<file path="config.mk">
export PLATFORM = sky130hd
export DESIGN_NAME = dds_key_ctrl
export DESIGN_NICKNAME = d
export VERILOG_FILES = /design/src/rtl/dds_key_ctrl.sv
export SDC_FILE = /design/constraint.sdc
export NUM_CORES = 1
export LEC_CHECK = 0
export CORE_UTILIZATION = 26
export DETAILED_ROUTE_END_ITERATION = 6
export PLACE_DENSITY = 0.43
export SLEW_MARGIN = 20
export SYNTH_ARGS = -nofsm -noshare
export SYNTH_HDL_FRONTEND = slang
export SYNTH_SLANG_ARGS = --single-unit
export TNS_END_PERCENT = 100
</file>
<file path="constraint.sdc">
create_clock -name clk -period 8.8 [get_ports clk]
set_input_delay 1.76 -clock clk [delete_from_list [all_inputs] [get_ports clk]]
set_output_delay 1.76 -clock clk [all_outputs]
set_load 0.005 [all_outputs]
</file>
<file path="src/rtl/dds_key_ctrl.sv">
// dds_key_ctrl: front-panel key handling for the DDS generator.
// Three raw active-low keys are synchronised and debounced. Debounced
// falling edges (presses) drive a field-select FSM that edits the
// waveform select, the frequency tuning word and the amplitude index.
// A one-cycle cfg_update strobe follows every real settings change.
module dds_key_ctrl #(
  parameter int unsigned DEB_CYCLES = 1_000_000,
  parameter logic [31:0] FW_INIT    = 32'd85899,
  parameter logic [31:0] FW_STEP    = 32'd85899,
  parameter logic [31:0] FW_MIN     = 32'd85899,
  parameter logic [31:0] FW_MAX     = 32'd858993459
) (
  input  logic        clk,
  input  logic        rst_n,
  input  logic        key_mode,
  input  logic        key_up,
  input  logic        key_down,
  output logic [1:0]  field_sel,
  output logic [1:0]  wave_sel,
  output logic [31:0] freq_word,
  output logic [2:0]  amp_sel,
  output logic        cfg_update
);

  localparam int unsigned     CW       = $clog2(DEB_CYCLES);
  localparam logic [CW-1:0]   CNT_LAST = CW'(DEB_CYCLES - 32'd1);
  // Saturation limits evaluated in 33 bits so the step can never wrap.
  localparam logic [32:0]     UP_LIM   = {1'b0, FW_MAX} - {1'b0, FW_STEP};
  localparam logic [32:0]     DN_LIM   = {1'b0, FW_MIN} + {1'b0, FW_STEP};

  typedef enum logic [1:0] {
    ST_WAVE = 2'd0,
    ST_FREQ = 2'd1,
    ST_AMP  = 2'd2,
    ST_BAD  = 2'd3
  } field_e;

  // Key vector: bit 0 = mode, bit 1 = up, bit 2 = down.
  logic [2:0]    keys_s;
  logic [2:0]    s1_q;
  logic [2:0]    s2_q;
  logic [2:0]    stable_q;
  logic [2:0]    stable_dly_q;
  logic [CW-1:0] cnt_q [3];
  logic [2:0]    press_s;
  logic          mode_p_s;
  logic          up_p_s;
  logic          down_p_s;

  field_e        state_q, state_d;
  logic [1:0]    wave_q, wave_d;
  logic [31:0]   freq_q, freq_d;
  logic [2:0]    amp_q, amp_d;
  logic          cfg_q;
  logic          changed_s;
  logic [32:0]   freq_x_s;

  assign keys_s = {key_down, key_up, key_mode};

  // Synchronise raw keys, debounce each one and keep a delayed copy for edge detection.
  always_ff @(posedge clk or negedge rst_n) begin
    if (!rst_n) begin
      s1_q         <= 3'b111;
      s2_q         <= 3'b111;
      stable_q     <= 3'b111;
      stable_dly_q <= 3'b111;
      for (int i = 0; i < 3; i++) begin
        cnt_q[i] <= {CW{1'b0}};
      end
    end else begin
      s1_q         <= keys_s;
      s2_q         <= s1_q;
      stable_dly_q <= stable_q;
      for (int i = 0; i < 3; i++) begin
        if (s2_q[i] == stable_q[i]) begin
          cnt_q[i] <= {CW{1'b0}};
        end else if (cnt_q[i] == CNT_LAST) begin
          stable_q[i] <= s2_q[i];
          cnt_q[i]    <= {CW{1'b0}};
        end else begin
          cnt_q[i] <= cnt_q[i] + 1'b1;
        end
      end
    end
  end

  // Debounced falling edges; mode beats up/down, and up with down cancels out.
  assign press_s  = stable_dly_q & ~stable_q;
  assign mode_p_s = press_s[0];
  assign up_p_s   = press_s[1] & ~press_s[2] & ~press_s[0];
  assign down_p_s = press_s[2] & ~press_s[1] & ~press_s[0];
  assign freq_x_s = {1'b0, freq_q};

  // Field-select next state and edits of the setting owned by the current field.
  always_comb begin
    state_d = state_q;
    wave_d  = wave_q;
    freq_d  = freq_q;
    amp_d   = amp_q;
    case (state_q)
      ST_WAVE: begin
        if (mode_p_s) begin
          state_d = ST_FREQ;
        end else if (up_p_s) begin
          wave_d = wave_q + 2'd1;
        end else if (down_p_s) begin
          wave_d = wave_q - 2'd1;
        end else begin
          wave_d = wave_q;
        end
      end
      ST_FREQ: begin
        if (mode_p_s) begin
          state_d = ST_AMP;
        end else if (up_p_s) begin
          if (freq_x_s > UP_LIM) begin
            freq_d = FW_MAX;
          end else begin
            freq_d = freq_q + FW_STEP;
          end
        end else if (down_p_s) begin
          if (freq_x_s < DN_LIM) begin
            freq_d = FW_MIN;
          end else begin
            freq_d = freq_q - FW_STEP;
          end
        end else begin
          freq_d = freq_q;
        end
      end
      ST_AMP: begin
        if (mode_p_s) begin
          state_d = ST_WAVE;
        end else if (up_p_s && (amp_q != 3'd7)) begin
          amp_d = amp_q + 3'd1;
        end else if (down_p_s && (amp_q != 3'd0)) begin
          amp_d = amp_q - 3'd1;
        end else begin
          amp_d = amp_q;
        end
      end
      default: begin
        state_d = ST_WAVE;
      end
    endcase
  end

  assign changed_s = (wave_d != wave_q) || (freq_d != freq_q) || (amp_d != amp_q);

  // Register field state, settings and the change strobe.
  always_ff @(posedge clk or negedge rst_n) begin
    if (!rst_n) begin
      state_q <= ST_WAVE;
      wave_q  <= 2'd0;
      freq_q  <= FW_INIT;
      amp_q   <= 3'd0;
      cfg_q   <= 1'b0;
    end else begin
      state_q <= state_d;
      wave_q  <= wave_d;
      freq_q  <= freq_d;
      amp_q   <= amp_d;
      cfg_q   <= changed_s;
    end
  end

  assign field_sel  = state_q;
  assign wave_sel   = wave_q;
  assign freq_word  = freq_q;
  assign amp_sel    = amp_q;
  assign cfg_update = cfg_q;

endmodule

</file>
* Word level (Yosys, flattened, before mapping)
Index checks and enable logic that the tools add are counted.
Widths: inputs -> output; s select.
** Storage, ports and cells
- Flip-flop bits (word level) :: 112
- Input bits :: 5
** Operators by class
- $add $sub $neg :: 9
- $lt $le $gt $ge :: 2
- Eq/ne operators :: 15
- Mux-type cells :: 24
- Bitwise gates (word level) :: 12
- Reductions and logical operators :: 10
** Operator list (number)
- $mux 32 :: 6
- $mux 20 :: 6
- $add 20x1->20 const B :: 3
- $eq 20x20->1 const B :: 3
- $add 32x17->32 const B :: 1
- $gt 32x30->1 const B :: 1
- $lt 32x18->1 const B :: 1
- $ne 32x32->1 :: 1
- $sub 32x17->32 const B :: 1
- $mux 2 :: 7
- $mux 3 :: 4
- $ne 2x2->1 const B :: 3
- $not 1->1 :: 6
- $pmux 2 s3 :: 1
- $reduce_and 2->1 :: 3
- $and 1x1->1 :: 4
- $add 3x1->3 const B :: 1
- $and 3x3->3 :: 1
- $eq 1x1->1 :: 3
- $ne 3x3->1 :: 1
- $ne 3x3->1 const B :: 1
- $not 3->3 :: 1
- $reduce_and 3->1 :: 1
- $reduce_bool 3->1 :: 1
- other kinds (9) :: 11

* Depth between registers and ports, before layout
Gate-level depths: netlist (run 1).
- Word-level depth :: 12
- Gate-level depth with buffers :: 13

* Worst setup path after synthesis (run 1)
No wires, ideal clock.
- Kind :: reg2reg
- Start point :: register freq_q[0] (netlist: freq_word[0])
- End point :: register cfg_q (netlist: cfg_update)
- Setup time :: 0.131 ns
- Data arrival time :: 3.014 ns
- Data required time :: 8.669 ns
- Slack :: 5.654 ns
- Stages on the path, launching flop included :: 13
- Clock period less this slack :: 3.146 ns
- Cell sequence :: dfstp_2 -> clkbuf_1 -> inv_1 -> ha_1 -> nor2b_1 -> o21ai_1 -> a211oi_2 -> o21ai_1 -> or3_1 -> a32oi_1 -> xnor2_1 -> o41ai_1 -> nand2_1
** Between the ends
- Cells in the longest elaborated chain, start to end :: 9
** Ends and longest elaborated chain
- start, declared :: RTL line 52 : logic [31:0] freq_q, freq_d;
- start signal, assigned :: RTL line 161 : freq_q <= freq_d;
- $sub 32x17->32 or $lt 32x18->1 (tied branches) :: RTL line 125, 122
- $mux 32 :: RTL line 122 : if (freq_x_s < DN_LIM) begin
- $mux 32 :: RTL line 121 : end else if (down_p_s) begin
- $mux 32 :: RTL line 115 : end else if (up_p_s) begin
- $mux 32 :: RTL line 113 : if (mode_p_s) begin
- $mux 32 :: RTL line 100 : case (state_q)
- $ne 32x32->1 (*) :: RTL line 148 : assign changed_s = (wave_d != wave_q) || (freq_d != freq_q) || (amp_d != amp_q);
- $logic_or 1x1->1 (*) (2 in a row) :: RTL line 148
- named net changed_s :: RTL line 55 : logic changed_s;
- end signal, assigned :: RTL line 163 : cfg_q <= changed_s;
- end, declared :: RTL line 54 : logic cfg_q;
Mark *: on every way through the listed nets, which the timed path passes. The rest lies on a longest branch.
A chain may end at the register's enable or synchronous reset.

* Final worst setup path (run 1)
- Start point :: register stable_dly_q[0]
- End point :: register cfg_q (netlist: cfg_update)
** Between the ends
- Cells in the longest elaborated chain, start to end :: 10
** Ends and longest elaborated chain
- start, declared :: RTL line 43 : logic [2:0] stable_dly_q;
- start signal, assigned :: RTL line 73 : stable_dly_q <= stable_q;
- $and 3x3->3 (*) :: RTL line 88 : assign press_s = stable_dly_q & ~stable_q;
- $not 1->1 :: RTL line 90, 91
- $and 1x1->1 :: RTL line 91 : assign down_p_s = press_s[2] & ~press_s[1] & ~press_s[0];
- $mux 32 (tied with other cells) :: RTL line 121
- $mux 32 (tied with other cells) :: RTL line 115
- $mux 32 (tied with other cells) :: RTL line 113
- $mux 32 (tied with other cells) :: RTL line 100
- $ne 32x32->1 (tied with other cells) :: RTL line 148
- $logic_or 1x1->1 or $ne 3x3->1 (tied branches) :: RTL line 148
- $logic_or 1x1->1 (*) :: RTL line 148
- named net changed_s :: RTL line 55
Marked as above.

==> results of run 1 <==
per-layer routing:
metal,wire (um),vias to the layer above,track usage [%]
li1,-,3601,-
met1,12950,3720,25.62
met2,12880,340,29.20
met3,2172,68,4.059
met4,963,0,6.466
met5,0,-,0
final cells by class:
| cell class | instances | area (um^2) |
|---|---|---|
| flip-flops and latches | 112 | 2830 |
| repair buffers | 52 | 498.0 |
| multi-input cells | 766 | 4792 |
| well taps | 390 | 488.0 |
| fillers | 3231 | 20930 |
| clock buffers | 9 | 225.2 |
| inverters | 27 | 101.3 |
| clock inverters | 7 | 88.84 |
flip-flops by register name, indices dropped and copies added, names as in the netlist:
name,flops
cnt_q,60
freq_word,32
amp_sel,3
s1_q,3
s2_q,3
stable_dly_q,3
stable_q,3
field_sel,2
wave_sel,2
cfg_update,1
stage by stage:
stage	cells	hold WS (ns)	total power, mW	utilization (%)
3_3_place_gp	1347	0.3469	0.5588	29.08
3_5_place_dp	1347	0.3468	0.5587	29.08
6_report	1363	0.3605	0.9961	30.13
2_1_floorplan	970	0.3452	0.5424	-
4_1_cts	1363	0.3617	1.021	30.13
5_1_grt	1363	0.3693	1.039	30.13
cell families (layout without fill, tap and decap cells):
group | count (synthesis) | after routing | share of synthesized area (%)
AOI/OAI and AO/OA | 280 | 280 | 24.09
xor gates and xnor gates | 61 | 61 | 6.693
adders and majority gates | 10 | 10 | 1.567
buffers and inverters | 92 | 95 | 4.640
DFF | 112 | 112 | 35.45
muxes | 5 | 5 | 0.6740
and+or+nand+nor | 410 | 410 | 26.88
critical path: cells and delay by family (launching register included):
kind | cells | cell delay (ns)
compound gates | 3 | 1.61
flops | 1 | 0.54
simple gates | 6 | 1.87
cells in the final DEF (no fill, tap or decap), types with 9 or more instances in the layout:
cell type        netlist  final
nor2_1               118    117
dfrtp_1               90     90
nand2_1               76     76
a21oi_1               58     58
o21ai_0               57     57
nand3_1               45     45
clkdlybuf4s50_1        0     43
xnor2_1               36     36
inv_1                 27     27
xor2_1                25     25
and3_1                23     23
dfstp_2               22     22
nor3_1                22     21
or3_1                 19     19
nand4_1               18     18
a211oi_1              17     17
nor4_1                15     15
a31oi_1               13     13
o211ai_1              12     12
o31ai_1               11     11
and2_1                10     10
a221oi_1              10     10
ha_1                  10     10
nor4b_1                9      9
clkbuf_16              0      9
buf_4                  2      9
final timing paths:
kind / endpoint / slack [ns]
setup / recovery: cfg_update$_DFF_PN0_ / 4.64
max in group asynchronous: freq_word[6]$_DFF_PN0_ / 6.11
hold / removal: s2_q[2]$_DFF_PN1_ / 0.36
hold reg to reg: s2_q[2]$_DFF_PN1_ / 0.36
setup reg to reg: cfg_update$_DFF_PN0_ / 4.64
min in group asynchronous: cnt_q[42]$_DFF_PN0_ / 1.44
report_power, final:
group	total, mW	internal [mW]	switching (mW)
Sequential	0.524	0.521	0.00379
Clock	0.449	0.208	0.241
Combinational	0.0229	0.00551	0.0174
Total	0.996	0.734	0.262
==> qor.txt, run 1 <==
Worst setup path startpoint - stable_dly_q[0]$_DFF_PN1_
Crit Path Category - flip-flop to flip-flop
ANT nets after route - 0
Total Nets Final - 983
Max Root-Sink Buffers - 2
DP Area - 0.008710 mm^2
PwrDens - 110.4 mW/mm^2
Fin. Hold Viols - 0
Unique cell type count in the Yosys netlist - 84
Worst EP required - 9.05 ns
Synth area leader - dfrtp_1
Min-Delay Startpoint - s1_q[2]$_DFF_PN1_
Final Slew Violations - 0
Maxcap violations - 0
Asr flop ratio synth - 100.0%
Max_slew headroom - 19.49%
Drt wl/cell - 21.25 um
Reg2Reg Depth - 9
Critical path endpoint category - flip-flop
Hold-fix buffers, CTS - 0
Critical Path, Cell by Cell - nor2b_1 -> nor3_2 -> and4_1 -> a21oi_2 -> a2111oi_0 -> nor4b_1 -> nand4_1 -> a2111oi_2 -> nand2_1
Grt ovf - 0
Pleak - 3.201 nW
DR iter-0 viols - 884
Min-delay worst type - flip-flop to flip-flop
Pin count of the biggest net entering global routing - 60
RSZ-0062 raised after global routing - false
Area Growth Syn to Fin - 13.04%
I/O pins - 45
Slowest CP cell - a21oi_2
I/O Buffers - 44
GRT Overall Usage - 18.82%
First-pass detailed-route iteration total - 5
Finished Cell Area - 0.009024 mm^2
First-pass GRT wire length - 45500 um
Cell count after synthesis - 970
Antenna violations before repair - 0
Final wirelength - 28960 um
Synthesized area - 0.007983 mm^2
Post-Synthesis Net Count - 985
Setup_tns - 0 ns
Worst path arrival time - 4.41 ns
Critical R2R Launch - stable_dly_q[0]$_DFF_PN1_
N_diodes - 0
Via/cell ratio - 5.671
DRC - 0
Period utilization - 47.22%
Fmax - 0.2407 GHz
Post-CTS Resized - 0
Worst path max stage delay - 0.98 ns
Post-synthesis register bit count - 112
Placer congestion estimate - 0.9503
YS warnings - 0
Worst vdd ir - 0.0001103 V
DP Worst Slack - 4.867 ns
Area contributors post-synth - dfrtp_1 (28%), dfstp_2 (7.2%), nor2_1 (5.5%)
Worst-path fanout max - 18
Syn Area/Cell - 8.230 um^2
CTS buffer count - 9
Worst hold path cell count - 0
Worst skew pair latency - 0.37 ns
Clk_skew - 0.01413 ns
Post-synth top cells - nor2_1 (118), dfrtp_1 (90), nand2_1 (76), a21oi_1 (58), o21ai_0 (57)
Slew @ Worst Pin - 1.208 ns
EDFF count, synth - 0
Setup ws final - 4.645 ns
Post-synth top flop - dfrtp_1
Die area - 0.03141 mm^2
H-tree depth - 3
Clock sinks - 112
Root Buffer - clkbuf_16
Type of origin of the critical path - flip-flop
Die Ht - 177.2 um
Post-synth top area share - 28.21%
Final HPWL DP - 20390 um
# Post-CTS Setup Buffers - 0
Top-count cell post-synth - nor2_1
Final setup vio count - 0
Post-synthesis sequential area ratio - 35.45%
Row count - 63
Worst-path clk slew - 0.10 ns
Tmin final - 4.155 ns
CTS tree - yes
Core footprint - 0.02995 mm^2
Layout cell share with drive strength beyond 1 - 8.736%
Via Count - 7729
Status - completed
Initial Util - 26.65%
Vias in the first global route - 7533
Die Wd - 177.2 um
No activity file was read; power rests on OpenSTA's default activity.
==> inputs of run 2 (changes only) <==
==> constraint.sdc (replaced) <==
create_clock -name clk -period 3.84 [get_ports clk]
set_input_delay 0.768 -clock clk [delete_from_list [all_inputs] [get_ports clk]]
set_output_delay 0.768 -clock clk [all_outputs]
set_load 0.005 [all_outputs]
==> qor.txt, run 2 (same netlist as run 1, synthesis figures left out) <==
Final wirelength - 30410 um
Grt ovf - 0
Area Growth Syn to Fin - 20.25%
Period utilization - 96.21%
Core footprint - 0.02995 mm^2
Antenna violations before repair - 0
I/O pins - 45
Clock sinks - 112
Post-Place Cells - 1416
Fmax - 0.2707 GHz
Worst-path fanout max - 14
Via/cell ratio - 5.566
Multi-input logic area - 0.004805 mm^2
Final setup vio count - 0
Min-delay worst type - flip-flop to flip-flop
Final Slew Violations - 0
Drt wl/cell - 21.20 um
Status - completed
Fillers - 3196
Max_slew headroom - 39.85%
First-pass detailed-route iteration total - 6
Worst skew pair latency - 0.39 ns
Combinational share of power - 2.4%
First-pass GRT wire length - 47380 um
Die Wd - 177.2 um
Worst EP required - 4.11 ns
Row count - 63
Pin count of the biggest net entering global routing - 58
CTS tree - yes
Max Root-Sink Buffers - 2
Die area - 0.03141 mm^2
Type of origin of the critical path - flip-flop
Fin. Hold Viols - 0
Max reg flops - 60
Pint - 1.739 mW
Via Count - 7981
Maxcap violations - 0
Worst-path clk slew - 0.09 ns
Worst vdd ir - 0.0001989 V
Commonest cells after routing, fill and taps aside - nor2_1 (117), dfrtp_1 (90), buf_4 (77)
Sequential Area - 0.002830 mm^2
Clk_skew - 0.01523 ns
Post-Layout Cell Count - 1434
Total Nets Final - 1054
Most common cell after layout, fill and taps aside - nor2_1
H-tree depth - 3
PwrDens - 236.2 mW/mm^2
Die Ht - 177.2 um
Tmin final - 3.694 ns
GRT Overall Usage - 20.06%
Placer congestion estimate - 0.9759
Hold-fix buffers, CTS - 0
Crit Path Category - flip-flop to flip-flop
Sw frac - 23.29%
Pleak - 3.569 nW
Vias in the first global route - 7766
Initial Util - 26.65%
DR iter-0 viols - 642
Switching power - 528.0 uW
Largest reg by FF count - cnt_q
Worst path arrival time - 3.96 ns
Setup_tns - 0 ns
Root Buffer - clkbuf_16
Slew @ Worst Pin - 0.8941 ns
N_diodes - 0
RSZ-0062 raised after global routing - false
DRC - 0
Critical path endpoint category - flip-flop
Layout cell share with drive strength beyond 1 - 14.94%
Sequential share of power - 53.0%
Final HPWL DP - 22620 um
I/O Buffers - 44
Clk pwr share - 44.6%
CTS buffer count - 9
ANT nets after route - 0
[run 2: changes by cell type in the layout (fill, tap and decap cells not counted), sizes merged]
cell,before,now
buf,9,80
inv,32,29
clkbuf,9,11
bufinv,0,1
[run 2: repair_timing]
item                       in CTS  in global routing
setup endpoints to repair       0                  2
resized for setup               0                  3
setup buffers                   0                  2
[run 2: per-layer routing]
metal	wire [um]	share of wire (%)	GRT usage, %
met1	13670	45	27.30
met2	13530	45	30.65
met3	2146	7.1	4.231
met4	1054	3.5	8.154
met5	0	0	0
[run 2: power by group through the flow]
stage / logic (mW) / registers, mW / clock network [mW]
finish: 0.0540 / 1.20 / 1.01
detailed placement: 0.0575 / 1.22 / 0
global placement: 0.0581 / 1.22 / 0
CTS: 0.0579 / 1.20 / 1.05
floorplan: 0.0208 / 1.22 / 0
global route: 0.0645 / 1.20 / 1.10
[run 2: area by class of cell]
type / instances / share of cell area (%)
multi-input combinational: 766 / 50.05
clock inverter: 5 / 0.6648
inverter: 27 / 1.056
sequential: 112 / 29.48
clock buffer: 11 / 2.529
tap: 390 / 5.083
timing repair buffer: 123 / 11.13
[run 2: final timing paths]
path                                         start                     end  slack (ns)  cells after the start
setup reg to reg           freq_word[17]$_DFF_PN0_    cfg_update$_DFF_PN0_        0.15                      9
setup / recovery           freq_word[17]$_DFF_PN0_    cfg_update$_DFF_PN0_        0.15                      9
hold reg to reg                  s1_q[2]$_DFF_PN1_       s2_q[2]$_DFF_PN1_        0.36                      0
max in group asynchronous                    rst_n  freq_word[3]$_DFF_PN1_        2.54                      2
min in group asynchronous                    rst_n     cnt_q[43]$_DFF_PN0_        0.45                      1
hold / removal                   s1_q[2]$_DFF_PN1_       s2_q[2]$_DFF_PN1_        0.36                      0
[run 2: through the flow]
step                      hold WS (ns)  area, um^2  setup slack (ns)  power (mW)  utilization [%]
final                           0.3593        9599            0.1456       2.267            32.05
after global routing            0.3700        9599          0.005434       2.365            32.05
after CTS                       0.3635        9572           0.04577       2.314            31.95
after floorplan                 0.3452        7983            0.6944       1.243                -
after detailed placement        0.3516        9265           0.05296       1.281            30.93
after global placement          0.3477        9265          -0.03165       1.282            30.93
[run 2: critical path: stages (launching register included)]
cell	delay [ns]
dfrtp_1	0.54
nor3_1	0.42
nand4_1	0.34
a211o_1	0.40
a211oi_2	0.63
nor4b_1	0.21
nor4_1	0.40
nand4b_1	0.21
a2111oi_2	0.36
nand2_1	0.08
